`config.mk`:
```
export PLATFORM = sky130hd
export DESIGN_NAME = uart_intr_fifo
export DESIGN_NICKNAME = d
export VERILOG_FILES = /design/src/rtl/uart_intr_fifo.sv
export SDC_FILE = /design/constraint.sdc
export NUM_CORES = 1
export LEC_CHECK = 0
export CAP_MARGIN = 20
export CORE_MARGIN = 2
export CORE_UTILIZATION = 57
export DETAILED_ROUTE_END_ITERATION = 12
export PLACE_DENSITY = 0.79
export SETUP_SLACK_MARGIN = 0.05
export SLEW_MARGIN = 30
export SYNTH_ARGS = -nofsm -noshare
export SYNTH_HDL_FRONTEND = slang
export SYNTH_SLANG_ARGS = --single-unit
export TNS_END_PERCENT = 1
```
`constraint.sdc`:
```
create_clock -name clk -period 2.9 [get_ports clk]
set_clock_uncertainty 0.1 [all_clocks]
set_input_delay 0.29 -clock clk [delete_from_list [all_inputs] [get_ports clk]]
set_output_delay 0.29 -clock clk [all_outputs]
set_load 0.03 [all_outputs]
```
`src/rtl/uart_intr_fifo.sv`:
```
// Multi-channel UART receive interrupt: per-channel byte FIFOs feeding one irr/ack handshake.
// Optional macro UART_INTR_FIFO_RR_EN selects round-robin arbitration instead of fixed priority.
module uart_intr_fifo #(
    parameter int  CH    = 2,
    parameter int  DEPTH = 4,
    localparam int CW    = (CH > 1) ? $clog2(CH) : 1
) (
    input  logic              clk,
    input  logic              reset,
    input  logic [CH-1:0]     uart_update,
    input  logic [8*CH-1:0]   uart_data,
    input  logic              ack,
    input  logic [CH-1:0]     ovf_clr,
    output logic              irr,
    output logic [7:0]        r_data,
    output logic [CW-1:0]     r_chan,
    output logic [CH-1:0]     overflow
);

    localparam int AW = $clog2(DEPTH);
    localparam logic [AW:0] FULL_COUNT = (AW+1)'(DEPTH);

    localparam logic [1:0] S_IDLE    = 2'd0;
    localparam logic [1:0] S_PRESENT = 2'd1;
    localparam logic [1:0] S_GAP     = 2'd2;

    logic [1:0]    r_state;
    logic [7:0]    r_mem   [CH][DEPTH];
    logic [AW-1:0] r_wptr  [CH];
    logic [AW-1:0] r_rptr  [CH];
    logic [AW:0]   r_count [CH];
    logic [CH-1:0] r_overflow;

    logic [CH-1:0] w_nonempty;
    logic [CH-1:0] w_full;
    logic [CH-1:0] w_pop;
    logic [CH-1:0] w_push;
    logic [CH-1:0] w_ovf_set;
    logic          w_any;
    logic [CW-1:0] w_grant;
    logic [7:0]    w_head;

    assign irr      = (r_state == S_PRESENT);
    assign overflow = r_overflow;
    assign w_any    = |w_nonempty;

    // A pop frees the slot a same-cycle push needs, so a full FIFO accepts push+pop together.
    always_comb begin
        w_nonempty = '0;
        w_full     = '0;
        w_pop      = '0;
        w_push     = '0;
        w_ovf_set  = '0;
        for (int k = 0; k < CH; k++) begin
            w_nonempty[k] = (r_count[k] != '0);
            w_full[k]     = (r_count[k] == FULL_COUNT);
            w_pop[k]      = (r_state == S_PRESENT) && ack && (r_chan == CW'(k));
            w_push[k]     = uart_update[k] && (!w_full[k] || w_pop[k]);
            w_ovf_set[k]  = uart_update[k] && w_full[k] && !w_pop[k];
        end
    end

`ifdef UART_INTR_FIFO_RR_EN
    logic [CW-1:0] r_rr_start;
    logic [CW-1:0] w_grant_lo;
    logic [CW-1:0] w_grant_hi;
    logic          w_found_hi;

    // Prefer the lowest non-empty channel at or above the start point, else wrap to the lowest overall.
    always_comb begin
        w_grant_lo = '0;
        w_grant_hi = '0;
        w_found_hi = 1'b0;
        for (int i = CH - 1; i >= 0; i--) begin
            if (w_nonempty[i]) begin
                w_grant_lo = CW'(i);
            end
            if (w_nonempty[i] && (CW'(i) >= r_rr_start)) begin
                w_grant_hi = CW'(i);
                w_found_hi = 1'b1;
            end
        end
        w_grant = w_found_hi ? w_grant_hi : w_grant_lo;
    end

    always_ff @(posedge clk or posedge reset) begin
        if (reset) begin
            r_rr_start <= '0;
        end else if ((r_state == S_IDLE) && w_any) begin
            r_rr_start <= (w_grant == CW'(CH - 1)) ? '0 : w_grant + 1'b1;
        end
    end
`else
    always_comb begin
        w_grant = '0;
        for (int i = CH - 1; i >= 0; i--) begin
            if (w_nonempty[i]) begin
                w_grant = CW'(i);
            end
        end
    end
`endif

    always_comb begin
        w_head = '0;
        for (int k = 0; k < CH; k++) begin
            if (w_grant == CW'(k)) begin
                w_head = r_mem[k][r_rptr[k]];
            end
        end
    end

    always_ff @(posedge clk) begin
        for (int k = 0; k < CH; k++) begin
            if (w_push[k]) begin
                r_mem[k][r_wptr[k]] <= uart_data[8*k +: 8];
            end
        end
    end

    // Set beats clear when a new overflow and ovf_clr land in the same cycle.
    always_ff @(posedge clk or posedge reset) begin
        if (reset) begin
            for (int k = 0; k < CH; k++) begin
                r_wptr[k]  <= '0;
                r_rptr[k]  <= '0;
                r_count[k] <= '0;
            end
            r_overflow <= '0;
        end else begin
            for (int k = 0; k < CH; k++) begin
                if (w_push[k]) begin
                    r_wptr[k] <= r_wptr[k] + 1'b1;
                end
                if (w_pop[k]) begin
                    r_rptr[k] <= r_rptr[k] + 1'b1;
                end
                r_count[k]    <= r_count[k] + (AW+1)'(w_push[k]) - (AW+1)'(w_pop[k]);
                r_overflow[k] <= w_ovf_set[k] | (r_overflow[k] & ~ovf_clr[k]);
            end
        end
    end

    // The presented byte stays in its FIFO until ack; GAP guarantees irr drops between bytes.
    always_ff @(posedge clk or posedge reset) begin
        if (reset) begin
            r_state <= S_IDLE;
            r_data  <= '0;
            r_chan  <= '0;
        end else begin
            case (r_state)
                S_IDLE: begin
                    if (w_any) begin
                        r_data  <= w_head;
                        r_chan  <= w_grant;
                        r_state <= S_PRESENT;
                    end
                end
                S_PRESENT: begin
                    if (ack) begin
                        r_state <= S_GAP;
                    end
                end
                S_GAP: begin
                    r_state <= S_IDLE;
                end
                default: begin
                    r_state <= S_IDLE;
                end
            endcase
        end
    end

endmodule

```
Word-level counts from Yosys, hierarchy flattened. Memory sizes are Yosys's and may differ from the RTL's. Cells that the tools add are included.

Add/sub/neg operators: 8. Multiplexer cells: 20. Magnitude comparators: 6. Reduce and logical (&&, ||, !) cells: 23. Bitwise logic cells: 11. Eq/ne operators: 5.

Operators by type and width (count): $mux 32 (2); $mux 8 (7); $bmux 8 s2 (2); $demux 8 s2 (2); $ge 3x3->1 const B (4); $not 2->3 (4); $logic_and 1x1->1 (11); $add 2x1->2 const B (4); $add 3x1->3 (2); $eq 3x3->1 const B (2); $lt 3x1->1 const B (2); $reduce_bool 3->1 (2); $sub 3x1->3 (2); $logic_not 1->1 (4); $mux 1 (4); $mux 2 (2); $ne 2x2->1 const B (2); $pmux 2 s2 (1); $reduce_and 2->1 (2); $not 1->1 (3); $and 1x1->1 (2); $eq 2x1->1 const B (1); $logic_not 2->1 (1); $logic_or 1x1->1 (2); 2 further kinds (3).

Flip-flop bits (word level): 27. Memories kept: 1. Bits in writable memories: 64. Logic and storage cells: 84.

Memories: r_mem (depth 2, bits a word 32, read ports 2, clocked after Yosys merged registers in 0, write ports 2, line 28) `logic [7:0] r_mem [CH][DEPTH];`.

Depth between registers and ports, before layout.
Word-level depth: 7. Gate-level depth with buffers: 9. Depth with buffers taken out: 9.

Worst setup path before layout. No wires, ideal clock.

Path kind: register -> register. Start: register r_chan. End: register r_count[5] (netlist name). Setup slack: 438 ps. Required time: 2677 ps. Stages on the path, launching flop included: 10. Arrival: 2239 ps. Cell sequence: dfrtp_1 > nand4bb_4 > a31oi_4 > inv_1 > ha_1 > inv_1 > ha_1 > fa_1 > xnor2_1 > xnor2_1.

Longest elaborated chain between the ends: 6.

RTL lines: start, declared (line 16) `output logic [CW-1:0] r_chan,`; start signal, assigned (line 155) `r_chan <= w_grant;`; $not 1->1 * (line 57) `w_pop[k] = (r_state == S_PRESENT) && ack && (r_chan == CW'(k));`; $logic_and 1x1->1 * (line 57); $logic_or 1x1->1 (line 58) `w_push[k] = uart_update[k] && (!w_full[k] || w_pop[k]);`; $logic_and 1x1->1 (line 58); $add 3x1->3 (line 138) `r_count[k] <= r_count[k] + (AW+1)'(w_push[k]) - (AW+1)'(w_pop[k]);`; $sub 3x1->3 * (line 138); end signal, assigned by index (line 138); end, declared (line 31) `logic [AW:0] r_count [CH];`.

Every way passes the cells marked *; elsewhere a longest branch is shown, timed or not. A chain may end at the register's enable or synchronous reset.

Worst setup path in the final report.
Start: input ack. End: register r_count[5] (netlist name).

Longest elaborated chain between the ends: 6.

RTL lines: start, declared (line 12) `input logic ack,`; $logic_and 1x1->1 * (2 in series) (line 57); $logic_or 1x1->1 (line 58); $logic_and 1x1->1 (line 58); $add 3x1->3 (line 138); $sub 3x1->3 * (line 138).

Marked as above.

==> metrics.txt <==
post-CTS sizing 0; time the worst path needs with I/O delays and setup 2.40 ns; Power per Cell Area 976 mW/mm2; total overflow reported by the global router 0; Tightest Hold Check Type in2async; total placed cells including tap cells 330; post-synthesis to final-layout area growth 16.5%; warning count from the yosys run 0; Post-Syn Area 0.00380 mm2; Die X-Extent 85.6 um; required time at the endpoint of the critical path 3.08 ns; Slew Limit Fails 0; highest-count cells in the layout ignoring fill and taps sky130_fd_sc_hd__edfxtp_1, sky130_fd_sc_hd__clkdlybuf4s50_1, sky130_fd_sc_hd__inv_1, sky130_fd_sc_hd__dfrtp_1, sky130_fd_sc_hd__mux4_2; global-route wire length before repair 9740 um; most frequent standard cell in the layout excluding fill and tap cells sky130_fd_sc_hd__edfxtp_1; sink count of the clock tree 91; sum of negative setup slack 0 ns; endpoints failing setup 0; Seq cells post-synth 91; clock tree root driver cell sky130_fd_sc_hd__clkbuf_8; later-pin clock latency in the skew report 0.35 ns; clk buf depth 2; cell depth of the worst flop-to-flop path 9; wire per inst 17.1 um; capture point of the worst reg-to-reg path r_count[5]; total via count in the routed design 1924; gr usage total 18.1%; portion of the clock cycle consumed by the worst path in the final layout 82.6%; area leader, netlist sky130_fd_sc_hd__edfxtp_1; flop-to-flop setup slack 0.51 ns; CTS Hold Buffers Added 0; number of antenna violations at the first check in global routing 0; router iterations before antenna repair 4; proportion of layout cells with a drive suffix above 1 15.2%; number of global-route vias before repair 2021; crit-path cells clkdlybuf4s50_1 > nand4bb_4 > a31oi_4 > inv_1 > ha_1 > inv_1 > ha_1 > fa_1 > xnor2_1 > xnor2_1; count of nets after finishing 301; area of the placeable core 0.00639 mm2; Critical Path Max Stage Delay 0.61 ns; ports placed on the boundary 35; CP endpoint kind register; share of the synthesized area in the top cell type 50.6%; Tightest Pin Transition 0.932 ns; std cell rows 29; ANT nets after route 0; clock-pin slew reported for the worst setup and hold paths after clock tree synthesis 0.09 ns; Distinct cells, synth 27; last weighted congestion value of the routability-driven placer 0.817; number of design rule violations left after detail routing 0; number of buffers created by CTS 9; Maximum Capacitance Violations 0; delay-heaviest family, CP adder cells; Post-CTS Setup Inserts 0; unrepaired setup endpoints after global routing no; violation count after the first detailed-routing iteration 137; Mapped Cells 222; final HPWL from detailed placement 4050 um; CTS tree done; maximum achievable frequency 0.417 GHz; die area 0.00733 mm2; Leak 1.63 nW; Die Y-Extent 85.6 um; critical path startpoint category primary input; number of hold-slack violations in the final timing report 0; count of buffering cells on the critical path with inverters included 3; Crit Reg-Reg Startpoint r_state[1]; diodes inserted 0; post-synthesis sequential area ratio 68.4%; cell with the largest stage delay on the worst path sky130_fd_sc_hd__clkdlybuf4s50_1; synthesized area per cell 17.1 um2; syn nets 259; final core utilization 69.3%; count of port buffers added during placement 34; starting density of the core 59.5%; start-to-end type of the worst setup path in2reg; data arrival at the endpoint of the critical path 2.58 ns; dominant cells by area after synthesis sky130_fd_sc_hd__edfxtp_1, sky130_fd_sc_hd__dfrtp_1, sky130_fd_sc_hd__mux4_2; Post-Route WL 5920 um; number of H-tree levels 3; routed via count divided by cell count 5.56; peak fanout along the critical path 4; maximum vdd drop 0.697 mV; max_slew headroom 37.4%; non-filler cells in the finished layout 346; outcome finished clean; pin count of the biggest net entering global routing 28
## stage by stage
stage	hold WS, ns	total power [mW]	setup slack [ns]	instance area, um2
2_1_floorplan	0.243	3.08	0.438	3800
3_3_place_gp	0.416	3.49	0.215	4230
3_5_place_dp	0.434	3.54	0.125	4230
4_1_cts	0.199	4.37	0.482	4420
5_1_grt	0.241	4.59	0.378	4420
6_report	0.194	4.32	0.503	4420
## synthesized netlist by cell type (all sizes together)
library cell and count:
o211ai 8, nor2b 1, mux2 2, clkbuf 2, nand3 8, nor3 2
nand4b 1, xnor2 10, edfxtp 64, o21a 1, inv 27, nand4bb 1
ha 12, a21oi 2, nand2 2, fa 2, buf 5, nand4 10
a211oi 1, nor2 3, o21ai 2, a31oi 2, mux4 16, dfrtp 27
or3 2, and2 9
## power by group
group	total (mW)	switching [mW]	internal [mW]
clock network	0.832	0.431	0.401
logic	1.40	0.696	0.704
registers	2.09	0.307	1.78
total	4.32	1.43	2.88
## state kept, by name (all words and copies together) (netlist names)
signal	count
r_chan	1
r_count	6
r_wptr	4
r_mem	64
r_data	8
r_rptr	4
overflow	2
r_state	2
## worst max-delay path by stage
stage / cells past startpoint / from / slack [ns] / to
2_1_floorplan: 9 / r_chan / 0.44 / r_count[5]
3_3_place_gp: 10 / ack / 0.21 / r_count[5]
3_5_place_dp: 10 / ack / 0.12 / r_count[5]
4_1_cts: 9 / r_state[1] / 0.48 / r_count[5]
5_1_grt: 9 / r_state[1] / 0.38 / r_count[5]
6_report: 10 / ack / 0.50 / r_count[5]
## worst register-to-register path: cells and delay by family, from the launching register on
| kind | cells | cell delay (ns) |
|---|---|---|
| AO/OA/AOI/OAI | 1 | 0.22 |
| XOR/XNOR | 2 | 0.32 |
| AND/OR/NAND/NOR | 1 | 0.30 |
| flip-flops | 1 | 0.44 |
| buffers and inverters | 2 | 0.10 |
| adder cells (fa/ha/maj) | 3 | 0.85 |
## per-layer routing
layer  routed length, um  track usage [%]
met5                   0                0
met2                2750             27.9
met3                 320             5.58
met1                2760             24.6
met4                  89             6.64
## cell families (layout without fill, tap and decap cells)
| logic type | Yosys count | count (layout) | share of synthesized area (%) |
|---|---|---|---|
| AOI/OAI and AO/OA | 16 | 16 | 3.62 |
| xor gates and xnor gates | 10 | 10 | 2.31 |
| adders and majority gates | 14 | 14 | 5.01 |
| buffers and inverters | 34 | 81 | 3.53 |
| DFF | 91 | 91 | 68.4 |
| muxes | 18 | 18 | 10.3 |
| and+or+nand+nor | 39 | 39 | 6.85 |
## layout make-up
| type | count | area, um2 |
|---|---|---|
| sequential | 91 | 2600 |
| inverter | 27 | 101 |
| timing repair buffer | 38 | 370 |
| clock buffer | 10 | 128 |
| clock inverter | 6 | 63.8 |
| fill | 436 | 1960 |
| tap | 77 | 96.3 |
| multi-input combinational | 97 | 1070 |
(Power assumes the default switching activity.)
